## src/rtl/uart_baud_gen_if.sv

```systemverilog
// Configuration and strobe bundle between the register file, the baud generator and the UART shifters.
// Widths follow the generator's channel count and divisor widths.
interface uart_baud_gen_if #(
  parameter int unsigned NUM_CH = 2,
  parameter int unsigned INT_W  = 32,
  parameter int unsigned FRAC_W = 4
);
  logic [NUM_CH-1:0]        i_enable;
  logic [NUM_CH*INT_W-1:0]  i_sampling_delay;
  logic [NUM_CH*FRAC_W-1:0] i_frac;
  logic [NUM_CH-1:0]        i_realign;
  logic [NUM_CH-1:0]        o_tick;
  logic [NUM_CH-1:0]        o_baud;
  logic [NUM_CH-1:0]        o_clk;
  logic [NUM_CH-1:0]        o_cfg_err;

  modport master (
    output i_enable, i_sampling_delay, i_frac, i_realign,
    input  o_tick, o_baud, o_clk, o_cfg_err
  );

  modport slave (
    input  i_enable, i_sampling_delay, i_frac, i_realign,
    output o_tick, o_baud, o_clk, o_cfg_err
  );
endinterface

```

## src/rtl/uart_baud_gen.sv

```systemverilog
// Multi-channel fractional baud generator: oversample tick, mid-bit baud strobe and baud clock.
// Each channel is an independent IDLE/RUN down-counter with a fractional carry accumulator.
module uart_baud_gen #(
  parameter int unsigned NUM_CH = 2,
  parameter int unsigned INT_W  = 32,
  parameter int unsigned FRAC_W = 4,
  parameter int unsigned OVS    = 16
) (
  input  logic           i_clk,
  input  logic           i_reset,
  uart_baud_gen_if.slave bus
);
  localparam int unsigned PH_W = $clog2(OVS);
  localparam logic [PH_W-1:0] PH_HALF     = PH_W'(OVS / 2);
  localparam logic [PH_W-1:0] PH_PRE_BAUD = PH_W'(OVS / 2 - 1);

  typedef enum logic {StIdle, StRun} st_e;

  logic [NUM_CH-1:0] tick_vec, baud_vec, clk_vec, err_vec;

  for (genvar c = 0; c < NUM_CH; c++) begin : g_ch
    logic [INT_W-1:0]  d_val, d_m1, cnt_q, cnt_d;
    logic [FRAC_W-1:0] f_val, acc_q, acc_d;
    logic [FRAC_W:0]   acc_sum;
    logic [PH_W-1:0]   phase_q, phase_d;
    logic              en, realign, d_zero;
    logic              tick_q, tick_d, baud_q, baud_d, err_q;
    st_e               st_q, st_d;

    assign en      = bus.i_enable[c];
    assign realign = bus.i_realign[c];
    assign d_val   = bus.i_sampling_delay[c*INT_W +: INT_W];
    assign f_val   = bus.i_frac[c*FRAC_W +: FRAC_W];
    assign d_zero  = (d_val == '0);
    assign d_m1    = d_val - INT_W'(1);
    assign acc_sum = {1'b0, acc_q} + {1'b0, f_val};

    always_comb begin
      st_d    = st_q;
      cnt_d   = cnt_q;
      acc_d   = acc_q;
      phase_d = phase_q;
      tick_d  = 1'b0;
      baud_d  = 1'b0;
      unique case (st_q)
        StIdle: begin
          cnt_d   = d_m1;
          acc_d   = '0;
          phase_d = '0;
          if (en && !d_zero) st_d = StRun;
        end
        StRun: begin
          if (!en || realign || (cnt_q == '0 && d_zero)) begin
            // Restart phase; a reload that sees D == 0 parks the channel.
            cnt_d   = d_m1;
            acc_d   = '0;
            phase_d = '0;
            if (!en || d_zero) st_d = StIdle;
          end else if (cnt_q != '0) begin
            cnt_d = cnt_q - INT_W'(1);
          end else begin
            tick_d  = 1'b1;
            acc_d   = acc_sum[FRAC_W-1:0];
            // D >= 1 on this path, so D-1+carry is at most D and cannot wrap.
            cnt_d   = d_m1 + INT_W'(acc_sum[FRAC_W]);
            phase_d = phase_q + PH_W'(1);
            baud_d  = (phase_q == PH_PRE_BAUD);
          end
        end
      endcase
    end

    always_ff @(posedge i_clk or posedge i_reset) begin
      if (i_reset) begin
        st_q    <= StIdle;
        cnt_q   <= '0;
        acc_q   <= '0;
        phase_q <= '0;
        tick_q  <= 1'b0;
        baud_q  <= 1'b0;
        err_q   <= 1'b0;
      end else begin
        st_q    <= st_d;
        cnt_q   <= cnt_d;
        acc_q   <= acc_d;
        phase_q <= phase_d;
        tick_q  <= tick_d;
        baud_q  <= baud_d;
        err_q   <= d_zero;
      end
    end

    assign tick_vec[c] = tick_q;
    assign baud_vec[c] = baud_q;
    assign clk_vec[c]  = (phase_q >= PH_HALF);
    assign err_vec[c]  = err_q;
  end

  assign bus.o_tick    = tick_vec;
  assign bus.o_baud    = baud_vec;
  assign bus.o_clk     = clk_vec;
  assign bus.o_cfg_err = err_vec;
endmodule

```

## src/flat_wrapper.sv

```systemverilog
// flat-port wrapper written by rule: the top's interface ports become plain ports
module uart_baud_gen_flat 
#(
  parameter int unsigned NUM_CH = 2,
  parameter int unsigned INT_W  = 32,
  parameter int unsigned FRAC_W = 4,
  parameter int unsigned OVS    = 16
)
  (i_clk, i_reset, bus_i_enable, bus_i_sampling_delay, bus_i_frac, bus_i_realign, bus_o_tick, bus_o_baud, bus_o_clk, bus_o_cfg_err);
  uart_baud_gen_if #(.NUM_CH(NUM_CH), .INT_W(INT_W), .FRAC_W(FRAC_W)) bus_i ();
  input  logic i_clk;
  input  logic i_reset;
  input wire logic [$bits(bus_i.i_enable)-1:0] bus_i_enable;
  input wire logic [$bits(bus_i.i_sampling_delay)-1:0] bus_i_sampling_delay;
  input wire logic [$bits(bus_i.i_frac)-1:0] bus_i_frac;
  input wire logic [$bits(bus_i.i_realign)-1:0] bus_i_realign;
  output wire logic [$bits(bus_i.o_tick)-1:0] bus_o_tick;
  output wire logic [$bits(bus_i.o_baud)-1:0] bus_o_baud;
  output wire logic [$bits(bus_i.o_clk)-1:0] bus_o_clk;
  output wire logic [$bits(bus_i.o_cfg_err)-1:0] bus_o_cfg_err;
  assign bus_i.i_enable = bus_i_enable;
  assign bus_i.i_sampling_delay = bus_i_sampling_delay;
  assign bus_i.i_frac = bus_i_frac;
  assign bus_i.i_realign = bus_i_realign;
  assign bus_o_tick = bus_i.o_tick;
  assign bus_o_baud = bus_i.o_baud;
  assign bus_o_clk = bus_i.o_clk;
  assign bus_o_cfg_err = bus_i.o_cfg_err;
  uart_baud_gen #(.NUM_CH(NUM_CH), .INT_W(INT_W), .FRAC_W(FRAC_W), .OVS(OVS)) u_core (.i_clk(i_clk), .i_reset(i_reset), .bus(bus_i));
endmodule
```

## config.mk

```make
export PLATFORM = sky130hd
export DESIGN_NAME = uart_baud_gen_flat
export DESIGN_NICKNAME = d
export VERILOG_FILES = /design/src/rtl/uart_baud_gen_if.sv /design/src/rtl/uart_baud_gen.sv /design/src/flat_wrapper.sv
export SDC_FILE = /design/constraint.sdc
export NUM_CORES = 1
export LEC_CHECK = 0
export CORE_ASPECT_RATIO = 0.9
export CORE_UTILIZATION = 43
export CTS_CLUSTER_DIAMETER = 40
export DETAILED_ROUTE_END_ITERATION = 7
export GPL_TIMING_DRIVEN = 1
export HOLD_SLACK_MARGIN = 0.02
export SYNTH_ARGS = -nofsm -noshare
export SYNTH_HDL_FRONTEND = slang
export SYNTH_SLANG_ARGS = --single-unit
```

## constraint.sdc

```tcl
create_clock -name i_clk -period 4.45 [get_ports i_clk]
set_clock_uncertainty 0.05 [all_clocks]
set_input_delay 0.445 -clock i_clk [delete_from_list [all_inputs] [get_ports i_clk]]
set_output_delay 0.445 -clock i_clk [all_outputs]
set_load 0.03 [all_outputs]
```

==> impl_metrics.py, run 1 <==
metrics = {
    "setup_path": {
        "crit_family": "simple AND/OR/NAND/NOR gates",
        "worstPathMaxFanout": 8,
        "worstSetupPathType": "input pin to flip-flop",
        "cp-start-kind": "input pin",
        "slowest_delay_ps": 690,
        "end_kind": "flip-flop",
        "arrival_ps": 4110,
        "r2r_slack_ps": 870,
        "crit_chain": "clkdlybuf4s50_1, or4_1, nor4_1, a2bb2oi_1, a2111oi_0, nand4_1, nor3_1, mux2_2, a221oi_1",
        "cpMaxStageDelayCell": "or4_1",
        "required_ps": 4650,
        "crit_buf_inv": 1,
    },
    "floorplan": {
        "start_util": 0.438,
        "fp.coreArea_um2": 19100,
        "fp.dieArea_um2": 20000,
        "rows": 48,
        "die_w_um": 149,
        "io_pins": 86,
        "die_y_um": 134,
    },
    "yosys": {
        "synth-edff-count": 0,
        "synth-seq-cells": 88,
        "async_flop_share": 1.00,
        "synthCells": 1060,
        "syn_area_per_cell_um2": 7.90,
        "synth_most_common_cell": "nor2_1",
        "synth_area_leaders": "dfrtp_1, xnor2_1, xor2_1",
        "ys_types": 81,
        "synth_warnings": 0,
        "syn_nets": 1162,
        "synth_top_area_share": 0.263,
        "yosys.area.top_type": "dfrtp_1",
        "synthesis.area_um2": 8370,
        "synth-main-ff-cell": "dfrtp_1",
        "synth.top_cells.by_count": "nor2_1, nand2_1, dfrtp_1, xnor2_1, xor2_1",
        "yosysSeqAreaShare": 0.263,
    },
    "routing": {
        "drc": 0,
        "routed_via_density": 5.76,
        "routed_wl_um": 22600,
        "dr.pass1.iters": 5,
        "via_count": 8005,
        "drt-initial-drc-count": 572,
        "wire_per_inst_um": 16.3,
        "ant_nets": 0,
    },
    "global_route": {
        "grt_pass1_vias": 7360,
        "grt_max_degree": 57,
        "antenna_found_initial": 0,
        "grt_overflow": 0,
        "grt_pass1_wl_um": 37600,
        "grt_usage": 0.233,
    },
    "timing": {
        "hold_viol_final": 0,
        "maxSlewHeadroom": 0.236,
        "finalSetupViolations": 0,
        "tightest_slew_ps": 1150,
        "slew_viol_final": 0,
        "finalCritPeriodShare": 0.879,
        "rsz0062_at_grt": "no",
        "fin_tns_setup_ps": 0,
        "max_freq_mhz": 256,
        "fin_ws_ps": 537,
        "post-route-min-period_ps": 3910,
    },
    "worst_hold_path": {
        "worstHoldPathType": "flip-flop to flip-flop",
    },
    "flow_run": {
        "drv_cap": 0,
    },
    "clocking": {
        "h-tree-depth": 3,
        "clkSinkCount": 88,
        "path_clk_slew_ps": 70,
        "cts_root_buf": "clkbuf_16",
        "cts_tree": "done",
        "clockBufferDepth": 2,
        "hold_buffers": 0,
        "post-cts-setup-buffers": 0,
        "cts_buffers": 9,
        "cts_resized": 0,
        "clock_latency_ps": 350,
    },
    "pwr": {
        "p_leak_uw": 0.00357,
        "ir_drop_mv": 0.146,
        "power_density_nw_per_um2": 226,
    },
    "run_status": {
        "status": "completed",
    },
    "place": {
        "dp_hpwl_um": 17700,
        "pre_cts_ws_ps": 105,
        "gp_congestion": 0.900,
        "port_buffers": 85,
        "place_area_um2": 9550,
    },
    "layout": {
        "antennaDiodeCount": 0,
        "register_area_um2": 2200,
        "multi_input_area_um2": 5850,
        "final_cell_area_um2": 9880,
        "drive_gt1_frac": 0.0773,
        "n_fill_cell": 1856,
        "nNetsFinal": 1236,
        "final_util": 0.517,
        "syn2layout_area_growth_pct": 18.0,
    },
}
## where the power goes
part           total [µW]  switching, µW  internal [µW]
Combinational         496            271            225
Clock                 823            314            509
Sequential            917           57.8            859
Total                2240            644           1590
## worst paths after layout
path,start,to,depth (start not counted)
min reg2reg,u_core.g_ch[1].phase_q[3]$_DFFE_PP0P_,u_core.g_ch[1].baud_q$_DFF_PP0_,1
max in group asynchronous,i_reset,u_core.g_ch[0].cnt_q[1]$_DFF_PP0_,3
max reg2reg,u_core.g_ch[0].cnt_q[0]$_DFF_PP0_,u_core.g_ch[0].cnt_q[26]$_DFF_PP0_,11
min,u_core.g_ch[1].phase_q[3]$_DFFE_PP0P_,u_core.g_ch[1].baud_q$_DFF_PP0_,1
min in group asynchronous,i_reset,u_core.g_ch[0].acc_q[0]$_DFFE_PP0P_,2
max,bus_i_sampling_delay[3],u_core.g_ch[0].cnt_q[26]$_DFF_PP0_,9
## stage by stage
stage                     power [µW]  std cells  hold WS, ps
final                           2240       1389          433
after global routing            2360       1389          450
after CTS                       2260       1389          443
after detailed placement        1420       1373          426
after global placement          1420       1373          422
after floorplan                 1230       1060          392
## logic make-up after synthesis
kind of cell / Yosys count / share of synthesized area
simple gates: 486 / 0.306
compound gates: 238 / 0.193
xor+xnor: 120 / 0.126
flops: 88 / 0.263
buf+inv: 76 / 0.0396
mux: 28 / 0.0351
fa+ha+maj: 24 / 0.0377
## placed cells by master, fill, tap and decap left out, types with 13 or more instances in the layout
master / instances
o31ai_1: 16
o21ai_0: 36
o22ai_1: 14
mux2i_1: 20
xor2_1: 58
inv_1: 18
nand4_1: 19
clkdlybuf4s50_1: 85
or4_1: 27
nand3_1: 26
nand2_1: 96
or3_1: 20
nor3_1: 53
nor4_1: 31
a21oi_1: 53
a21o_1: 14
dfrtp_1: 88
ha_1: 22
buf_4: 35
o21ai_1: 13
nor2_1: 121
nand2b_1: 14
xnor2_1: 62
and2_1: 14
## cell type report
cell class,instances,area share
multi-input combinational,896,0.592
inverter,19,0.00734
clock buffer,10,0.0242
tap,250,0.0317
clock inverter,6,0.00937
timing repair buffer,120,0.113
sequential,88,0.223
## metal layers
metal	wire, µm	GRT usage	share of wire	vias to the layer above
li1	-	-	-	4070
met1	11300	0.331	0.50	3664
met2	9820	0.364	0.43	236
met3	988	0.0293	0.044	35
met4	534	0.0771	0.024	0
met5	0	0	0	-
## registers in the layout (all words and copies together), names as in the netlist
register,cells
u_core.g_ch.acc_q,8
u_core.g_ch.baud_q,2
u_core.g_ch.cnt_q,64
u_core.g_ch.err_q,2
u_core.g_ch.phase_q,8
u_core.g_ch.st_q,2
u_core.g_ch.tick_q,2
No activity file was read; power rests on OpenSTA's default activity.
==> inputs of run 2 (changes only) <==
Settings changed: CORE_UTILIZATION 43 to 55, PLACE_DENSITY set to 0.83.
==> run 2 against run 1 <==
Compared with the run above: maximum frequency shrank 0.95%; clock power shrank 10%; global-route usage grew 5.1 points; register-to-register slack gained 70 ps; non-clock buffer count shrank 6; largest cell class unchanged; largest power group unchanged; highest routed layer unchanged.
==> impl_metrics.py, run 2 (same netlist as run 1, synthesis figures left out) <==
metrics = {
    "run_status": {
        "status": "completed",
    },
    "timing": {
        "maxSlewHeadroom": 0.357,
        "tightest_slew_ps": 964,
        "fin_ws_ps": 499,
        "rsz0062_at_grt": "no",
        "finalCritPeriodShare": 0.888,
        "post-route-min-period_ps": 3950,
        "slew_viol_final": 0,
        "hold_viol_final": 0,
        "finalSetupViolations": 0,
        "fin_tns_setup_ps": 0,
        "max_freq_mhz": 253,
    },
    "floorplan": {
        "start_util": 0.567,
        "fp.coreArea_um2": 14800,
        "die_w_um": 132,
        "rows": 42,
        "die_y_um": 119,
        "fp.dieArea_um2": 15700,
        "io_pins": 86,
    },
    "worst_hold_path": {
        "worstHoldPathType": "flip-flop to flip-flop",
        "hold_start": "u_core.g_ch[0].phase_q[3]$_DFFE_PP0P_",
        "holdPathStages": 1,
        "min_to": "u_core.g_ch[0].baud_q$_DFF_PP0_",
    },
    "place": {
        "dp_hpwl_um": 16600,
        "gp_congestion": 0.956,
        "port_buffers": 85,
        "dp_cells": 1315,
        "pre_cts_ws_ps": 164,
    },
    "pwr": {
        "power_density_nw_per_um2": 221,
        "p_leak_uw": 0.00353,
        "ir_drop_mv": 0.192,
    },
    "setup_path": {
        "worstPathMaxFanout": 11,
        "cp-start-kind": "input pin",
        "crit_chain": "clkdlybuf4s50_1, inv_1, ha_1, or3b_1, or3_1, a2111o_1, a21o_1, nor3b_1, nand2_1, mux2_1, a221oi_1",
        "worstSetupPathType": "input pin to flip-flop",
        "r2r-start": "u_core.g_ch[0].cnt_q[0]$_DFF_PP0_",
        "cpMaxStageDelayCell": "or3b_1",
        "arrival_ps": 4140,
        "reg2reg_depth": 10,
        "startpoint": "bus_i_sampling_delay[33]",
        "end_kind": "flip-flop",
        "required_ps": 4640,
        "r2r_slack_ps": 940,
        "r2r_end": "u_core.g_ch[0].cnt_q[24]$_DFF_PP0_",
        "slowest_delay_ps": 550,
    },
    "clocking": {
        "cts_buffers": 9,
        "clock_latency_ps": 350,
        "clockBufferDepth": 2,
        "post-cts-setup-buffers": 0,
        "cts_root_buf": "clkbuf_16",
        "hold_buffers": 0,
        "cts_tree": "done",
        "clkSinkCount": 88,
        "path_clk_slew_ps": 70,
        "cts_resized": 0,
        "h-tree-depth": 3,
    },
    "global_route": {
        "grt_max_degree": 58,
        "grt_usage": 0.284,
        "grt_pass1_wl_um": 36600,
        "antenna_found_initial": 0,
        "grt_pass1_vias": 7587,
        "grt_overflow": 0,
    },
    "routing": {
        "drt-initial-drc-count": 712,
        "via_count": 8303,
        "wire_per_inst_um": 16.4,
        "ant_nets": 0,
        "routed_wl_um": 21900,
        "drc": 0,
        "dr.pass1.iters": 5,
        "routed_via_density": 6.24,
    },
    "layout": {
        "final_cells": 1331,
        "antennaDiodeCount": 0,
        "largest_reg_flops": 64,
        "mostFrequentLayoutCells": "nor2_1, nand2_1, dfrtp_1, clkdlybuf4s50_1, xnor2_1",
        "reg_top3": "u_core.g_ch.cnt_q x64, u_core.g_ch.acc_q x8, u_core.g_ch.phase_q x8",
        "nNetsFinal": 1230,
        "drive_gt1_frac": 0.0715,
        "syn2layout_area_growth_pct": 16.2,
        "regMostFlops": "u_core.g_ch.cnt_q",
        "layout_commonest_cell": "nor2_1",
        "n_fill_cell": 1264,
    },
    "flow_run": {
        "drv_cap": 0,
    },
}
run 2: cell types whose count changed in the layout (fill, tap and decap cells not counted), sizes merged:
cell / before / now
buf: 35 / 29
bufinv: 2 / 0
clkbuf: 10 / 11
clkinvlp: 2 / 1
inv: 18 / 20
run 2: worst max-delay path, delay by kind of cell:
| family | cells | cell delay, ps |
|---|---|---|
| AND/OR/NAND/NOR | 4 | 1480 |
| AO/OA/AOI/OAI | 3 | 940 |
| buffers and inverters | 2 | 650 |
| multiplexers | 1 | 330 |
| adder cells (fa/ha/maj) | 1 | 280 |
run 2: where the power goes:
part	internal (µW)	switching, µW
clock	413	325
sequential	859	58.6
combinational	224	274
total	1500	657
run 2: worst max-delay path by stage:
stage                                          to
2_1_floorplan  u_core.g_ch[0].cnt_q[26]$_DFF_PP0_
3_3_place_gp   u_core.g_ch[1].cnt_q[20]$_DFF_PP0_
3_5_place_dp   u_core.g_ch[1].cnt_q[20]$_DFF_PP0_
4_1_cts        u_core.g_ch[1].cnt_q[20]$_DFF_PP0_
5_1_grt        u_core.g_ch[0].cnt_q[29]$_DFF_PP0_
6_report       u_core.g_ch[1].cnt_q[20]$_DFF_PP0_
run 2: per-layer routing:
metal  vias up  part of all wire  GRT usage
met4         0             0.028      0.112
met3        44             0.067     0.0375
li1       4061                 -          -
met5         -                 0          0
met2       355              0.44      0.454
met1      3843              0.46      0.390
run 2: layout make-up:
cell class | count | area, µm² | share of cell area
Multi-Input combinational cell | 896 | 5850 | 0.601
Inverter | 19 | 72.6 | 0.00746
Sequential cell | 88 | 2200 | 0.226
Clock inverter | 5 | 38.8 | 0.00399
Tap cell | 198 | 248 | 0.0255
Timing Repair Buffer | 114 | 1070 | 0.110
Clock buffer | 11 | 253 | 0.0260
run 2: through the flow:
step                      power, µW  instance area [µm²]  hold WS [ps]   util
final                          2150                 9730           440  0.659
after global routing           2260                 9730           455  0.659
after CTS                      2160                 9730           444  0.659
after detailed placement       1420                 9440           435  0.639
after global placement         1400                 9440           418  0.639
after floorplan                1230                 8370           392      -
==> inputs of run 3 (changes only) <==
Settings changed: CORE_UTILIZATION 55 to 59, PLACE_DENSITY 0.83 to 0.87.
==> run 3 against run 2 <==
Compared with the run above: clock-buffer cell count fell by 1; die area decreased by 6.7%; largest power group unchanged; first-iteration DRC count up 8.1%; non-clock buffer count down 4; sequential share of layout area about the same; register-to-register slack got worse by 150 ps; core utilization rose by 5.5 points; worst hold slack improved by 1.9 ps; combinational power is essentially flat; power grew 4.6%.
==> impl_metrics.py, run 3 (same netlist as run 1, synthesis figures left out) <==
metrics = {
    "setup_path": {
        "crit_chain": "clkdlybuf4s50_1, inv_1, ha_1, or3b_1, mux2i_1, a31oi_1, a2111oi_0, buf_4, nor3b_1, nand2_1, mux2_1, a221oi_1",
        "worstSetupPathType": "input pin to flip-flop",
        "cpMaxStageDelayCell": "or3b_1",
        "slowest_delay_ps": 560,
        "reg2reg_depth": 13,
        "arrival_ps": 4280,
        "cp-start-kind": "input pin",
        "worstPathMaxFanout": 11,
        "end_kind": "flip-flop",
        "required_ps": 4650,
    },
    "pwr": {
        "p_sw_frac": 0.297,
        "pwr-share-clk": 0.371,
        "share_comb_of_total_power": 0.222,
        "ir_drop_mv": 0.176,
        "power_density_nw_per_um2": 232,
        "pwr-share-seq": 0.407,
        "p_int_uw": 1580,
        "p_switching_uw": 670,
        "p_leak_uw": 0.00353,
    },
    "timing": {
        "finalSetupViolations": 0,
        "finalCritPeriodShare": 0.916,
        "fin_tns_setup_ps": 0,
        "max_freq_mhz": 245,
        "slew_viol_final": 0,
        "post-route-min-period_ps": 4080,
        "hold_viol_final": 0,
        "rsz0062_at_grt": "no",
        "maxSlewHeadroom": 0.319,
        "tightest_slew_ps": 1020,
    },
    "floorplan": {
        "start_util": 0.615,
        "rows": 40,
        "die_y_um": 115,
        "die_w_um": 128,
        "fp.dieArea_um2": 14700,
        "fp.coreArea_um2": 13600,
        "io_pins": 86,
    },
    "layout": {
        "final_util": 0.714,
        "antennaDiodeCount": 0,
        "syn2layout_area_growth_pct": 16.1,
        "largest_reg_flops": 64,
        "nNetsFinal": 1226,
        "n_fill_cell": 1126,
        "regMostFlops": "u_core.g_ch.cnt_q",
        "mostFrequentLayoutCells": "nor2_1, nand2_1, dfrtp_1, clkdlybuf4s50_1, xnor2_1",
        "reg_top3": "u_core.g_ch.cnt_q x64, u_core.g_ch.acc_q x8, u_core.g_ch.phase_q x8",
        "drive_gt1_frac": 0.0673,
        "layout_commonest_cell": "nor2_1",
    },
    "clocking": {
        "cts_resized": 0,
        "h-tree-depth": 3,
        "cts_tree": "done",
        "cts_root_buf": "clkbuf_16",
        "hold_buffers": 0,
        "cts_buffers": 9,
        "clockBufferDepth": 2,
        "clkSinkCount": 88,
        "path_clk_slew_ps": 70,
        "clock_latency_ps": 350,
        "post-cts-setup-buffers": 0,
    },
    "global_route": {
        "grt_usage": 0.309,
        "grt_max_degree": 62,
        "grt_overflow": 0,
        "antenna_found_initial": 0,
        "grt_pass1_wl_um": 36300,
        "grt_pass1_vias": 7552,
    },
    "routing": {
        "wire_per_inst_um": 16.7,
        "routed_via_density": 6.30,
        "via_count": 8299,
        "drc": 0,
        "routed_wl_um": 22000,
        "ant_nets": 0,
        "dr.pass1.iters": 5,
        "drt-initial-drc-count": 770,
    },
    "place": {
        "dp_hpwl_um": 16500,
        "gp_congestion": 0.957,
        "port_buffers": 85,
    },
    "worst_hold_path": {
        "worstHoldPathType": "flip-flop to flip-flop",
        "holdPathStages": 1,
    },
    "run_status": {
        "status": "completed",
    },
    "flow_run": {
        "drv_cap": 0,
    },
}
run 3: area by class of cell:
type,count,area (µm²),share of cell area
Multi-Input combinational cell,896,5850,0.601
Sequential cell,88,2200,0.227
Timing Repair Buffer,110,1040,0.107
Tap cell,189,236,0.0243
Clock buffer,10,229,0.0236
Clock inverter,6,97.6,0.0100
Inverter,19,72.6,0.00746
run 3: through the flow:
| step | power, µW | instances | area [µm²] | hold WS, ps | setup WS, ps |
|---|---|---|---|---|---|
| 2_1_floorplan | 1230 | 1060 | 8370 | 392 | 951 |
| 3_3_place_gp | 1400 | 1302 | 9400 | 422 | 293 |
| 3_5_place_dp | 1410 | 1302 | 9400 | 426 | 24.0 |
| 4_1_cts | 2260 | 1318 | 9720 | 448 | 420 |
| 5_1_grt | 2350 | 1318 | 9720 | 465 | 114 |
| 6_report | 2250 | 1318 | 9720 | 442 | 373 |
run 3: path summary, 6_finish.rpt:
kind	to	from	slack [ps]
worst max-delay path	u_core.g_ch[1].cnt_q[20]$_DFF_PP0_	bus_i_sampling_delay[33]	370
worst min-delay path	u_core.g_ch[0].baud_q$_DFF_PP0_	u_core.g_ch[0].phase_q[3]$_DFFE_PP0P_	440
worst max register to register	u_core.g_ch[1].cnt_q[20]$_DFF_PP0_	u_core.g_ch[1].acc_q[0]$_DFFE_PP0P_	790
worst min register to register	u_core.g_ch[0].baud_q$_DFF_PP0_	u_core.g_ch[0].phase_q[3]$_DFFE_PP0P_	440
max in group asynchronous	u_core.g_ch[0].cnt_q[3]$_DFF_PP0_	i_reset	2820
min in group asynchronous	u_core.g_ch[0].tick_q$_DFF_PP0_	i_reset	610
run 3: per-layer routing:
layer	wire length [µm]	track usage	vias to the layer above
met1	10000	0.427	3800
met3	1670	0.0423	39
met4	618	0.139	0
met5	0	0	-
met2	9690	0.487	411
li1	-	-	4049
run 3: power by group through the flow:
stage                     clock (µW)  combinational, µW  sequential [µW]
after floorplan                    0                313              917
after global placement             0                476              926
after detailed placement           0                485              930
after CTS                        849                491              916
after global routing             880                548              926
final                            836                499              918
run 3: worst max-delay path: cells and delay by family:
family,cells,cell delay [ps]
AND/OR/NAND/NOR,3,1180
multiplexers,2,550
adder cells (fa/ha/maj),1,290
buffers and inverters,3,910
AO/OA/AOI/OAI,3,900
